==> src/rtl/interboard_output_if.sv <==
// interboard_output_if: FIFO-side and link-side signals of the inter-board transmit stage
interface interboard_output_if #(parameter int WIDTH = 11);
  logic rdempty;
  logic [WIDTH-1:0] q;
  logic rdreq;
  logic read;
  logic [WIDTH-1:0] send_data;
  logic valid;
  modport master(input rdempty, q, read, output rdreq, send_data, valid);
  modport slave(output rdempty, q, read, input rdreq, send_data, valid);
endinterface

==> src/rtl/interboard_output.sv <==
// interboard_output: drains the outbound FIFO onto the inter-board link under remote read flow control,
// with a wrapping word counter and a sticky stall watchdog.
module interboard_output #(
  parameter int WIDTH = 11,
  parameter logic [15:0] STALL_LIMIT = 16'd1024,
  parameter int CNT_W = 16
) (
  input logic transmit_clk,
  input logic reset,
  interboard_output_if.master link,
  input logic clear_stats,
  output logic [CNT_W-1:0] words_sent,
  output logic stall_timeout
);
  typedef enum logic [1:0] {IDLE, STREAM, BLOCKED} state_t;
  state_t state, state_nx;
  logic read_q, rd_pend, rdreq, valid_r;
  logic [WIDTH-1:0] data_r;
  logic [15:0] stall_cnt;
  assign rdreq = state == STREAM && read_q && !link.rdempty;
  assign link.rdreq = rdreq;
  assign link.valid = valid_r;
  assign link.send_data = data_r;
  // STREAM and BLOCKED share exits; IDLE only leaves once the FIFO has data
  always_comb begin
    state_nx = state;
    state_nx = (state == IDLE && link.rdempty) ? IDLE :
               !read_q ? BLOCKED :
               link.rdempty ? IDLE : STREAM;
  end
  always_ff @(posedge transmit_clk or posedge reset)
    if (reset) state <= IDLE;
    else state <= state_nx;
  always_ff @(posedge transmit_clk or posedge reset)
    if (reset) begin
      read_q <= 1'b0;
      rd_pend <= 1'b0;
      valid_r <= 1'b0;
      data_r <= '0;
    end else begin
      read_q <= link.read;
      rd_pend <= rdreq;
      valid_r <= rd_pend;
      data_r <= rd_pend ? link.q : data_r;
    end
  always_ff @(posedge transmit_clk or posedge reset)
    if (reset) begin
      words_sent <= '0;
      stall_cnt <= '0;
      stall_timeout <= 1'b0;
    end else if (clear_stats) begin
      words_sent <= '0;
      stall_cnt <= '0;
      stall_timeout <= 1'b0;
    end else begin
      words_sent <= valid_r ? words_sent + CNT_W'(1) : words_sent;
      stall_cnt <= state != BLOCKED ? '0 :
                   (link.rdempty || stall_cnt == STALL_LIMIT) ? stall_cnt : stall_cnt + 16'd1;
      stall_timeout <= stall_timeout |
                       (state == BLOCKED && !link.rdempty && stall_cnt == STALL_LIMIT - 16'd1);
    end
endmodule

==> src/flat_wrapper.sv <==
// flat-port wrapper written by rule: the top's interface ports become plain ports
module interboard_output_flat 
#(
  parameter int WIDTH = 11,
  parameter logic [15:0] STALL_LIMIT = 16'd1024,
  parameter int CNT_W = 16
)
  (transmit_clk, reset, clear_stats, words_sent, stall_timeout, link_rdempty, link_q, link_read, link_rdreq, link_send_data, link_valid);
  interboard_output_if #(.WIDTH(WIDTH)) link_i ();
  input logic transmit_clk;
  input logic reset;
  input logic clear_stats;
  output logic [CNT_W-1:0] words_sent;
  output logic stall_timeout;
  input wire logic [$bits(link_i.rdempty)-1:0] link_rdempty;
  input wire logic [$bits(link_i.q)-1:0] link_q;
  input wire logic [$bits(link_i.read)-1:0] link_read;
  output wire logic [$bits(link_i.rdreq)-1:0] link_rdreq;
  output wire logic [$bits(link_i.send_data)-1:0] link_send_data;
  output wire logic [$bits(link_i.valid)-1:0] link_valid;
  assign link_i.rdempty = link_rdempty;
  assign link_i.q = link_q;
  assign link_i.read = link_read;
  assign link_rdreq = link_i.rdreq;
  assign link_send_data = link_i.send_data;
  assign link_valid = link_i.valid;
  interboard_output #(.WIDTH(WIDTH), .STALL_LIMIT(STALL_LIMIT), .CNT_W(CNT_W)) u_core (.transmit_clk(transmit_clk), .reset(reset), .link(link_i), .clear_stats(clear_stats), .words_sent(words_sent), .stall_timeout(stall_timeout));
endmodule
==> config.mk <==
export PLATFORM = sky130hd
export DESIGN_NAME = interboard_output_flat
export DESIGN_NICKNAME = d
export VERILOG_FILES = /design/src/rtl/interboard_output_if.sv /design/src/rtl/interboard_output.sv /design/src/flat_wrapper.sv
export SDC_FILE = /design/constraint.sdc
export NUM_CORES = 1
export LEC_CHECK = 0
export CAP_MARGIN = 10
export CORE_MARGIN = 4
export CORE_UTILIZATION = 48
export CTS_BUF_LIST = sky130_fd_sc_hd__clkbuf_4 sky130_fd_sc_hd__clkbuf_8
export CTS_CLUSTER_DIAMETER = 40
export CTS_CLUSTER_SIZE = 28
export DETAILED_ROUTE_END_ITERATION = 12
export PLACE_DENSITY_LB_ADDON = 0.15
export SYNTH_ARGS = -nofsm -noshare
export SYNTH_HDL_FRONTEND = slang
export SYNTH_SLANG_ARGS = --single-unit
export TNS_END_PERCENT = 30
==> constraint.sdc <==
create_clock -name transmit_clk -period 1.5 [get_ports transmit_clk]
set_clock_uncertainty 0.1 [all_clocks]
set_input_delay 0.225 -clock transmit_clk [delete_from_list [all_inputs] [get_ports transmit_clk]]
set_output_delay 0.225 -clock transmit_clk [all_outputs]
set_load 0.03 [all_outputs]
* Yosys cells after proc, flatten, opt, wreduce, memory -nomap -nowiden
Cells that the tools add are included.
Word-level totals: bits in registers 49, input port bits 16, output and inout port bits 30
Cells by class: add/sub/neg operators 2, equal/unequal tests 6, mux-type cells 9, bitwise logic cells 1, reductions and logical operators 9
Operators by type and width (number):
- 16-bit 2-to-1 mux | 5
- 16-bit by 1-bit adder with 16-bit output, second input constant | 2
- 16-bit by 10-bit equality test with 1-bit output, second input constant | 1
- 16-bit by 11-bit equality test with 1-bit output, second input constant | 1
- 1-bit logical AND | 5
- 2-bit 2-to-1 mux | 2
- 3-bit by 2-bit inequality test with 1-bit output, second input constant | 1
- 2-bit by 1-bit equality test with 1-bit output, second input constant | 1
- 2-bit equality test, second input constant | 1
- 2-bit logical NOT | 1
- 1-bit 2-to-1 mux | 2
- 2-bit inequality test, second input constant | 1
- 2-bit nonzero test | 1
- 1-bit logical NOT | 1
- 1-bit logical OR | 1
- 1-bit bitwise OR | 1

* Depth between registers and ports, before layout
Gate-level depths: netlist of run 1.
word-level depth 5, mapped depth 6

* Worst setup path before layout of run 1
Ideal clock, no wire load.
path type register -> register, from reg u_core.valid_r, in the netlist u_core.link.valid, to reg u_core.words_sent[13], library setup time 0.121 ns, arrival 1.494 ns, required time 1.279 ns, setup slack -0.215 ns, stages on the path, launching flop included 6, buffers on the path 1, cells stage by stage dfrtp_1 buf_2 nand4_1 nor4_1 xnor2_1 nor2_1
Between the ends: cells in the longest elaborated chain, start to end 1
Ends and longest elaborated chain:
- start: declaration | line interboard_output.sv:17 | logic read_q, rd_pend, rdreq, valid_r;
- start signal: assignment | line interboard_output.sv:43 | valid_r <= rd_pend;
- 2-bit nonzero test (no line)
- end signal: assignment | line interboard_output.sv:56 | words_sent <= valid_r ? words_sent + CNT_W'(1) : words_sent;
- end: declaration | line interboard_output.sv:12 | output logic [CNT_W-1:0] words_sent,
No other way between the ends. A chain may end at the register's enable or synchronous reset.

* Worst setup path after layout of run 1
from reg u_core.stall_cnt[4], to reg u_core.stall_cnt[12]
Between the ends: cells in the longest elaborated chain, start to end 4, elaborated cells on any way between the ends 7, those cells by class add/sub: 1; eq/ne: 2; mux: 3; reduce/logical: 1
Ends and longest elaborated chain:
- start: declaration | line interboard_output.sv:19 | logic [15:0] stall_cnt;
- start signal: assignment | line interboard_output.sv:57 | stall_cnt <= state != BLOCKED ? '0 :
- 16-bit by 1-bit adder with 16-bit output | line interboard_output.sv:58 | (link.rdempty || stall_cnt == STALL_LIMIT) ? stall_cnt : stall_cnt + 16'd1;
- 16-bit 2-to-1 mux | line interboard_output.sv:58
- 16-bit 2-to-1 mux | line interboard_output.sv:57
- 16-bit 2-to-1 mux | line interboard_output.sv:51 | end else if (clear_stats) begin
Several ways; a longest one is shown, not always the timed one. The select of a mux whose other input is x is not followed.

==> insert_results.sql, run 1 <==
INSERT INTO impl_metrics (metric_group, metric, value, unit) VALUES
('clock_tree', 'clk-insertion-delay-late', '0.31', 'ns'),
('logic_synthesis', 'synth.cell_area', '0.00228', 'sq mm'),
('grt', 'number_of_global_route_vias_before_repair', '1943', ''),
('pwr', 'p_leak', '1.54', 'nW'),
('job', 'maximum_capacitance_violations', '0', ''),
('pwr', 'powerDensity', '792', 'mW/mm^2'),
('grt', 'largest_net_degree_at_the_start_of_global_routing', '21', ''),
('timing', 'setup_ws', '-0.202', 'ns'),
('worst_setup_path', 'required', '1.60', 'ns'),
('floorplan', 'die-width', '77.0', 'um'),
('worst_setup_path', 'endpoint_arrival_time_on_the_critical_path', '1.80', 'ns'),
('worst_setup_path', 'timing_worst_setup_path_type', 'register to register', ''),
('pwr', 'finalPower', '2.74', 'mW'),
('finish', 'layout_common_cells', '41 x sky130_fd_sc_hd__dfrtp_1, 37 x sky130_fd_sc_hd__buf_4, 27 x sky130_fd_sc_hd__nor2_1', ''),
('place', 'place.gp.congestion', '0.833', ''),
('clock_tree', 'ctsHtreeMaxLevel', '2', ''),
('finish', 'design_area', '0.00346', 'sq mm'),
('clock_tree', 'cts_buffers', '5', ''),
('logic_synthesis', 'syn_inst', '214', ''),
('detailed_routing', 'drc_errors', '0', ''),
('timing', 'fin_hold_ws', '0.130', 'ns'),
('place', 'detailed_place.area', '0.00311', 'sq mm'),
('clock_tree', 'postCtsHoldBufs', '0', ''),
('grt', 'groute.usage.overall', '19.7', '%'),
('logic_synthesis', 'synth.avg_cell_area', '10.7', 'sq um'),
('floorplan', 'io_pins', '46', ''),
('worst_setup_path', 'worst_r2r_path_depth', '5', ''),
('detailed_routing', 'drt-pass1-iter-count', '4', ''),
('place', 'io_buffers', '45', ''),
('worst_setup_path', 'timing.critical_path.fanout_max', '5', ''),
('floorplan', 'die_area', '0.00593', 'sq mm'),
('timing', 'max_slew_margin', '75.2', '%'),
('detailed_routing', 'avgRoutedWirePerCell', '17.4', 'um'),
('floorplan', 'placement_rows', '24', ''),
('logic_synthesis', 'yosysUniqueCellTypes', '40', ''),
('detailed_routing', 'detail_route.wirelength', '6.20', 'mm'),
('detailed_routing', 'final_antenna_net_count', '0', ''),
('finish', 'finish.utilization', '77.2', '%'),
('timing', 'hold_violations', '0', ''),
('timing', 'finalWorstPathRequiredPeriod', '1.70', 'ns'),
('timing', 'min_period_over_period', '113', '%'),
('logic_synthesis', 'synth-seq-area-share', '53.7', '%'),
('finish', 'final_layout_size_suffix_gt1_share', '38.7', '%'),
('finish', 'antennaDiodeCount', '0', ''),
('place', 'dp_hpwl', '3.83', 'mm'),
('worst_hold_path', 'hold_path.class', 'input port to asynchronous set/reset pin', ''),
('clock_tree', 'clock_tree.buffer_depth', '2', ''),
('worst_setup_path', 'startpoint_type', 'register', ''),
('clock_tree', 'cts_num_sinks', '49', ''),
('detailed_routing', 'detailroute.via_count', '2009', ''),
('detailed_routing', 'vias_per_cell', '5.63', ''),
('run_status', 'violated_checks', 'negative setup slack', ''),
('finish', 'final_net_count', '323', ''),
('worst_setup_path', 'critPathCaptureType', 'register', ''),
('floorplan', 'die_h', '77.0', 'um'),
('finish', 'filler_cell_count', '297', ''),
('logic_synthesis', 'synth-warning-count', '0', ''),
('floorplan', 'initial_utilization', '51.1', '%'),
('run_status', 'outcome', 'complete, but fails checks', ''),
('timing', 'tightestPinTransition', '0.366', 'ns'),
('clock_tree', 'cts_tree', 'built', ''),
('logic_synthesis', 'synth_seq_cells', '49', ''),
('timing', 'timing.final.setup_violations', '16', ''),
('grt', 'grt_antenna_before_repair', '0', ''),
('detailed_routing', 'drtIter0Drc', '137', ''),
('floorplan', 'core_area', '0.00447', 'sq mm'),
('timing', 'fmax', '588', 'MHz'),
('timing', 'rsz0062_at_grt', 'true', ''),
('logic_synthesis', 'synthesis.nets', '233', ''),
('clock_tree', 'worst_setup_hold_path_clk_slew', '0.10', 'ns'),
('finish', 'final_common_cell', 'sky130_fd_sc_hd__dfrtp_1', ''),
('clock_tree', 'cell_chosen_for_the_clock_root', 'sky130_fd_sc_hd__clkbuf_8', ''),
('grt', 'grt_first_pass_wirelength', '9.55', 'mm'),
('timing', 'pins_over_slew_limit', '0', ''),
('finish', 'layout-area-overhead-vs-synth', '51.3', '%'),
('grt', 'grt_overflow', '0', ''),
('pwr', 'ir_drop', '0.567', 'mV');
metal layers:
| metal | wire length, um | part of all wire, % | global-route usage, % |
|---|---|---|---|
| met1 | 2480 | 40 | 26.4 |
| met2 | 3320 | 54 | 33.9 |
| met3 | 295 | 4.8 | 3.51 |
| met4 | 101 | 1.6 | 3.74 |
| met5 | 0 | 0 | 0 |
area by class of cell:
type                            instances  area [sq um]  share of cell area [%]
Timing Repair Buffer                   93           831                    24.0
Clock buffer                            5          68.8                    1.99
Tap cell                               52          65.1                    1.88
Clock inverter                          3          21.3                   0.615
Multi-Input combinational cell        148          1200                    34.8
Inverter                                7          30.0                   0.869
Sequential cell                        49          1240                    35.8
report_power, final:
part / switching (mW) / internal (mW)
Clock: 0.458 / 0.331
Combinational: 0.291 / 0.214
Sequential: 0.0421 / 1.40
flip-flops by register name (all words and copies together), names as in the netlist:
signal,flops
u_core.stall_timeout,1
u_core.words_sent,16
u_core.read_q,1
u_core.link.send_data,11
u_core.stall_cnt,16
u_core.link.valid,1
u_core.state,2
u_core.rd_pend,1
per-stage QoR:
stage	TNS (ns)	setup WS (ns)	instances
2_1_floorplan	-0.410	-0.0941	214
3_3_place_gp	-3.48	-0.311	340
4_1_cts	-0.806	-0.141	351
5_1_grt	-2.99	-0.283	357
6_report	-1.61	-0.202	357
3_5_place_dp	-4.05	-0.341	340
path summary, 6_finish.rpt:
kind	from	to	slack [ns]
min	reset	u_core.link.send_data[9]$_DFFE_PP0P_	0.13
min in group transmit_clk	link_read	u_core.read_q$_DFF_PP0_	0.25
max in group asynchronous	reset	u_core.stall_cnt[2]$_DFFE_PP0P_	0.77
min reg2reg	u_core.read_q$_DFF_PP0_	u_core.state[1]$_DFF_PP0_	0.35
max reg2reg	u_core.stall_cnt[4]$_DFFE_PP0P_	u_core.stall_cnt[12]$_DFFE_PP0P_	-0.20
max	u_core.stall_cnt[4]$_DFFE_PP0P_	u_core.stall_cnt[12]$_DFFE_PP0P_	-0.20
worst max-delay path, cell delays in order (launching register included):
cell	delay, ns
sky130_fd_sc_hd__dfrtp_1	0.42
sky130_fd_sc_hd__buf_6	0.14
sky130_fd_sc_hd__nand4_1	0.27
sky130_fd_sc_hd__nor3_4	0.33
sky130_fd_sc_hd__nand4_1	0.18
sky130_fd_sc_hd__mux2i_1	0.15
timing repair:
action,CTS,global route
buffers inserted,4,7
pin swaps,10,17
resized for setup,59,32
hold endpoints to repair,0,0
setup endpoints to repair,43,28
cell usage after synthesis, drive strengths merged:
library cell	instances	area, sq um
nor2b	1	6.26
and3b	1	8.76
a21oi	9	45.0
nor3b	1	7.51
dfrtp	49	1230
a21o	2	15.0
or4	1	7.51
and2	1	6.26
or3	4	25.0
xor2	10	87.6
o21ai	4	20.0
and4	1	8.76
xnor2	10	87.6
a211o	1	8.76
nor3	7	35.0
buf	8	41.3
a31o	1	8.76
a41oi	2	25.0
nor4b	2	17.5
o31ai	2	15.0
nor2	27	101
clkbuf	2	7.51
and3	3	18.8
nand2b	1	6.26
nand4b	1	8.76
nor4	3	18.8
and4b	2	20.0
mux2	11	124
or3b	1	8.76
nand3	9	45.0
nand4	13	87.6
nand2	11	41.3
ha	3	37.5
mux2i	2	20.0
nor4bb	1	10.0
inv	7	26.3
kinds of logic after synthesis:
kind of cell	count (synthesis)	synth area share (%)
AO/OA/AOI/OAI	21	6.02
XOR/XNOR	20	7.67
adder cells (fa/ha/maj)	3	1.64
buffers and inverters	17	3.29
flip-flops	49	53.7
multiplexers	13	6.30
AND/OR/NAND/NOR	91	21.4
No activity file was read; power rests on OpenSTA's default activity.
==> run 2: changes to the inputs <==
--- a/config.mk
+++ b/config.mk
@@ -12,6 +12,7 @@
 export CTS_CLUSTER_DIAMETER = 40
 export CTS_CLUSTER_SIZE = 28
 export DETAILED_ROUTE_END_ITERATION = 12
+export GPL_TIMING_DRIVEN = 1
 export PLACE_DENSITY_LB_ADDON = 0.15
 export SYNTH_ARGS = -nofsm -noshare
 export SYNTH_HDL_FRONTEND = slang
==> results of run 2 <==
Same layout as run 1: the final DEF is identical, and so are final timing and power.
==> RTL edit 1 (flow settings as in run 2) <==
`data_r` no longer has a reset.
--- a/src/rtl/interboard_output.sv
+++ b/src/rtl/interboard_output.sv
@@ -37,11 +37,13 @@
       rd_pend <= 1'b0;
       valid_r <= 1'b0;
-      data_r <= '0;
     end else begin
       read_q <= link.read;
       rd_pend <= rdreq;
       valid_r <= rd_pend;
-      data_r <= rd_pend ? link.q : data_r;
     end
+
+  always_ff @(posedge transmit_clk) begin
+    data_r <= rd_pend ? link.q : data_r;
+  end
   always_ff @(posedge transmit_clk or posedge reset)
     if (reset) begin
Function: differs if reset is asserted again (counterexample within 10 cycles, from zero or initial values and one cycle with reset high); with reset held inactive, the same outputs for 10 cycles.
==> RTL edit 1 against run 2 <==
The flow still finishes with violations (negative setup slack). Count of clock-buffer cells in the layout did not move. Sequential cell count did not move. Area after synthesis fell by 3.1%. Design area fell by 0.25%. Routed wire length fell by 9.6%. Highest routed layer unchanged. Largest cell class unchanged. Critical path type unchanged. Setup slack got worse by 0.023 ns.
Power is not compared: it rests on default switching activity, and its combinational part moved more than twofold at a synthesized area within 25%.
==> RTL edit 1: results (changes against run 2) <==
* Critical Path Start: u_core.stall_cnt[0]
* Port Buffers at 45 (unchanged)
* Gate count after technology mapping at 198 (-7.5%)
* Async SR Flop Fraction at 77.6% (-22 points)
* CP max-delay cell: dfrtp_1
* Sequential area share after synthesis at 57.9% (+4.2 points)
* Status: complete, but fails checks
* Leakage at 1.53 nW
* Synth cell types at 43 (+7.5%)
* Synth area leaders: dfrtp_1, edfxtp_1, xor2_1
* Post-synth net total at 217 (-6.9%)
* Starting DRT DRC Count at 83 (-39%)
* Number of synthesized flops with an enable pin at 11 (+11)
* Crit-path max FO at 3 (-2)
* Worst Max-Slew Pin Slew at 0.464 ns (+0.0982 ns)
* FF-to-FF path depth at 7 (+2)
* DR WL/cell at 15.9 um (-8.5%)
* Fraction of layout cells with a size suffix above 1 at 37.5% (-1.1 points)
* Vias per inst at 5.45 (-3.1%)
* Placed Instances at 336 (-1.2%)
* Final worst slack at -0.225 ns (-0.0232 ns)
* DR pass1 iterations at 5 (+1)
* Hold Slack at 0.157 ns (+0.0267 ns)
* Clock Tree Root: clkbuf_8
* Setup TNS at -1.01 ns (+0.599 ns)
* Largest net degree at the start of global routing at 39 (+86%)
* FF-to-FF End: u_core.stall_cnt[2]
* Routability cong. at 0.816 (-2.1%)
* Delay-heaviest family, CP: simple AND/OR/NAND/NOR gates
* Gr usage total at 19.0% (-0.69 points)
* NumNets Final at 319 (-1.2%)
* Commonest cells in the netlist: dfrtp_1, nor2_1, xor2_1
* Failing checks: negative setup slack
* Clk buf depth at 2 (unchanged)
* Clock H-tree levels at 2 (unchanged)
* CP arrival at 1.87 ns (+0.07 ns)
* Via count at 1925 (-4.2%)
* Final Setup Violations at 11 (-5)
* Post-DP HPWL at 3760 um (-1.9%)
* First-pass GRT wire length at 9030 um (-5.5%)
* Placement Setup Slack at -0.310 ns (+0.0306 ns)
* Maximum VDD drop at around 660 uV
## RTL edit 1: cell types whose count changed in the layout (fill, tap and decap cells not counted), sizes merged, moves of 6 or more
cell    before  now
dfrtp       49   38
buf         49   60
edfxtp       0   11
xor2        10   16
mux2        11    0
## RTL edit 1: how the worst max path moves through the flow
stage,end,slack (ns)
6_report,u_core.stall_cnt[2],-0.22
5_1_grt,u_core.stall_cnt[2],-0.28
4_1_cts,u_core.stall_cnt[14],-0.20
3_5_place_dp,u_core.stall_cnt[13],-0.31
3_3_place_gp,u_core.stall_cnt[13],-0.25
2_1_floorplan,u_core.stall_cnt[14],-0.1
## RTL edit 1: per-layer routing
metal | vias to the layer above | wire length [um] | GRT usage, %
met4 | 0 | 104 | 6.05
met1 | 941 | 2200 | 23.4
met3 | 11 | 304 | 4.86
met2 | 62 | 3000 | 32.4
li1 | 911 | - | -
met5 | - | 0 | 0
## RTL edit 1: where the power goes
part	internal [mW]	total [mW]	switching [mW]
combinational	0.0817	0.166	0.0845
sequential	1.37	1.38	0.0109
clock	0.671	1.12	0.451
total	2.13	2.67	0.546
## RTL edit 1: area by class of cell
cell class / instances / area, um^2
fillers: 278 / 967
multi-input cells: 135 / 1040
well taps: 52 / 65.1
inverters: 6 / 25.0
repair buffers: 103 / 876
clock inverters: 3 / 68.8
flip-flops and latches: 49 / 1300
clock buffers: 5 / 68.8
## RTL edit 1: what timing repair did
item                                    in CTS  in global routing
resized for setup                           44                 25
cloned                                       0                  0
endpoints found under the setup margin      44                 22
pin swaps                                    9                 19
buffers inserted                             0                 10
endpoints found under the hold margin        0                  0
## RTL edit 1: kinds of logic after synthesis
family          synth area share [%]
buf+inv                         2.88
xor+xnor                        8.71
mux                            0.452
fa+ha+maj                       1.70
compound gates                  5.71
flops                           57.9
simple gates                    22.7
==> RTL edit 2 (flow settings as in run 2) <==
Without the edit above. `CNT_W` is set to 16 in 2 places; all go to 20.
--- a/src/rtl/interboard_output.sv
+++ b/src/rtl/interboard_output.sv
@@ -4,5 +4,5 @@
   parameter int WIDTH = 11,
   parameter logic [15:0] STALL_LIMIT = 16'd1024,
-  parameter int CNT_W = 16
+  parameter int CNT_W = 20
 ) (
   input logic transmit_clk,
--- a/src/flat_wrapper.sv
+++ b/src/flat_wrapper.sv
@@ -4,5 +4,5 @@
   parameter int WIDTH = 11,
   parameter logic [15:0] STALL_LIMIT = 16'd1024,
-  parameter int CNT_W = 16
+  parameter int CNT_W = 20
 )
   (transmit_clk, reset, clear_stats, words_sent, stall_timeout, link_rdempty, link_q, link_read, link_rdreq, link_send_data, link_valid);
Interface: changed (resized words_sent); port bits go from 46 to 50. No check against the original RTL was run, so the function may have changed too.
==> RTL edit 2 against run 2 <==
The flow still finishes with violations (negative setup slack). Combinational power down 5.1%. Core utilization increased by 3.3 points. Power up 12%. Routed wire length increased by 1.8%. Setup slack got worse by 0.034 ns. Largest cell class unchanged. Design area increased by 13%. Area after synthesis is 7.7% higher. Die area is 6.9% higher. Global-route usage increased by 1.8 points. Highest routed layer unchanged. Sequential cell count rose by 4. Fmax is 2.0% lower.
==> RTL edit 2: results (changes against run 2) <==
* Hold Slack at 0.134 ns (+0.00349 ns)
* Largest net degree at the start of global routing at 54 (+160%)
* Port Buffers at 49 (+8.9%)
* Synth area leaders: dfrtp_1, mux2_2, xnor2_1
* Failing checks: negative setup slack
* Status: complete, but fails checks
* Post-Synth XOR/XNOR Area at 7.83% (+0.17 points)
* Post-synth net total at 244 (+4.7%)
* Power density over the cells at 782 mW/mm^2 (-1.3%)
* YS warnings at 0 (unchanged)
* FF-to-FF path depth at 4 (-1)
* Clock power frac at 33.4% (+4.6 points)
* Final worst slack at -0.236 ns (-0.0339 ns)
* Hold crit path type: in -> reg
* Hold path cells at 3
* Sequential area share after synthesis at 53.9% (+0.25 points)
* CP arrival at 1.87 ns (+0.07 ns)
* Layout fillers at 292 (-1.7%)
* Slew HR at 73.9% (-1.4 points)
* Synth cell types at 33 (-18%)
* Vias per inst at 5.28 (-6.2%)
* Final wirelength at 6310 um (+1.8%)
* Final Setup Violations at 23 (+7)
* Max incr delay on CP at 0.47 ns (+0.05 ns)
* Placement Setup Slack at -0.566 ns (-0.225 ns)
* Post-DP HPWL at 4120 um (+7.6%)
* Leakage at 1.72 nW (+12%)
* Syn_area_per_cell at 10.9 um^2 (+2.4%)
* Commonest cells in the netlist: dfrtp_1, nor2_1, xnor2_1
* NumNets Final at 357 (+11%)
* Internal Power at 2.27 mW (+17%)
* Crit-path max FO at 4 (-1)
* Comb power frac at 15.7% (-2.7 points)
* CP max-delay cell: or4_4
* Placed Area at 0.00344 mm^2 (+11%)
* Placed Instances at 386 (+14%)
* FF-to-FF End: u_core.stall_cnt[13]
* Adder-cell share of the synthesized area at 1.53% (-0.12 points)
* Starting DRT DRC Count at 81 (-41%)
* R2R Path Start: u_core.stall_cnt[9]
* Routability cong. at 0.849 (+1.8%)
* Compound-gate portion of the synthesized area at 5.19% (-0.84 points)
* Mux contribution to synthesized area at 6.77% (+0.47 points)
* Fraction of layout cells with a size suffix above 1 at 48.4% (+9.7 points)
[RTL edit 2: logic make-up (layout without fill, tap and decap cells)]
family	count (synthesis)	in the layout
AO/OA/AOI/OAI	23	23
XOR/XNOR	22	22
multiplexers	15	15
adder cells (fa/ha/maj)	3	3
AND/OR/NAND/NOR	95	95
flip-flops	53	53
buffers and inverters	14	128
[RTL edit 2: worst reg2reg max path, stage by stage (launching register included)]
cell and delay [ns]:
dfrtp_1 0.44, nand3_1 0.18, or4_4 0.47, or3_4 0.36, a21oi_2 0.12
[RTL edit 2: worst max path at each step]
stage	startpoint	to	slack [ns]	cells past startpoint
2_1_floorplan	u_core.link.valid	u_core.words_sent[19]	-0.29	5
3_3_place_gp	link_rdempty	u_core.stall_cnt[13]	-0.48	5
3_5_place_dp	link_rdempty	u_core.stall_cnt[13]	-0.57	5
4_1_cts	u_core.stall_cnt[5]	u_core.stall_cnt[13]	-0.22	4
5_1_grt	u_core.stall_cnt[5]	u_core.stall_cnt[15]	-0.31	4
6_report	u_core.stall_cnt[9]	u_core.stall_cnt[13]	-0.24	4
[RTL edit 2: cell type report]
| class | instances | area share (%) |
|---|---|---|
| timing repair buffer | 112 | 25.1 |
| tap | 67 | 2.15 |
| clock inverter | 1 | 0.769 |
| multi-input combinational | 158 | 34.3 |
| inverter | 8 | 0.865 |
| sequential | 53 | 34.5 |
| clock buffer | 7 | 2.31 |
[RTL edit 2: layer usage]
metal	GRT usage (%)	routed length (um)	up-vias
met5	0	0	-
li1	-	-	1013
met3	5.87	415	17
met2	35.4	3210	78
met1	26.8	2550	1035
met4	8.76	142	0
[RTL edit 2: what timing repair did]
action,CTS,global route
pin swaps,7,12
setup endpoints to repair,50,41
resized for setup,79,33
hold endpoints to repair,0,0
setup buffers,6,6
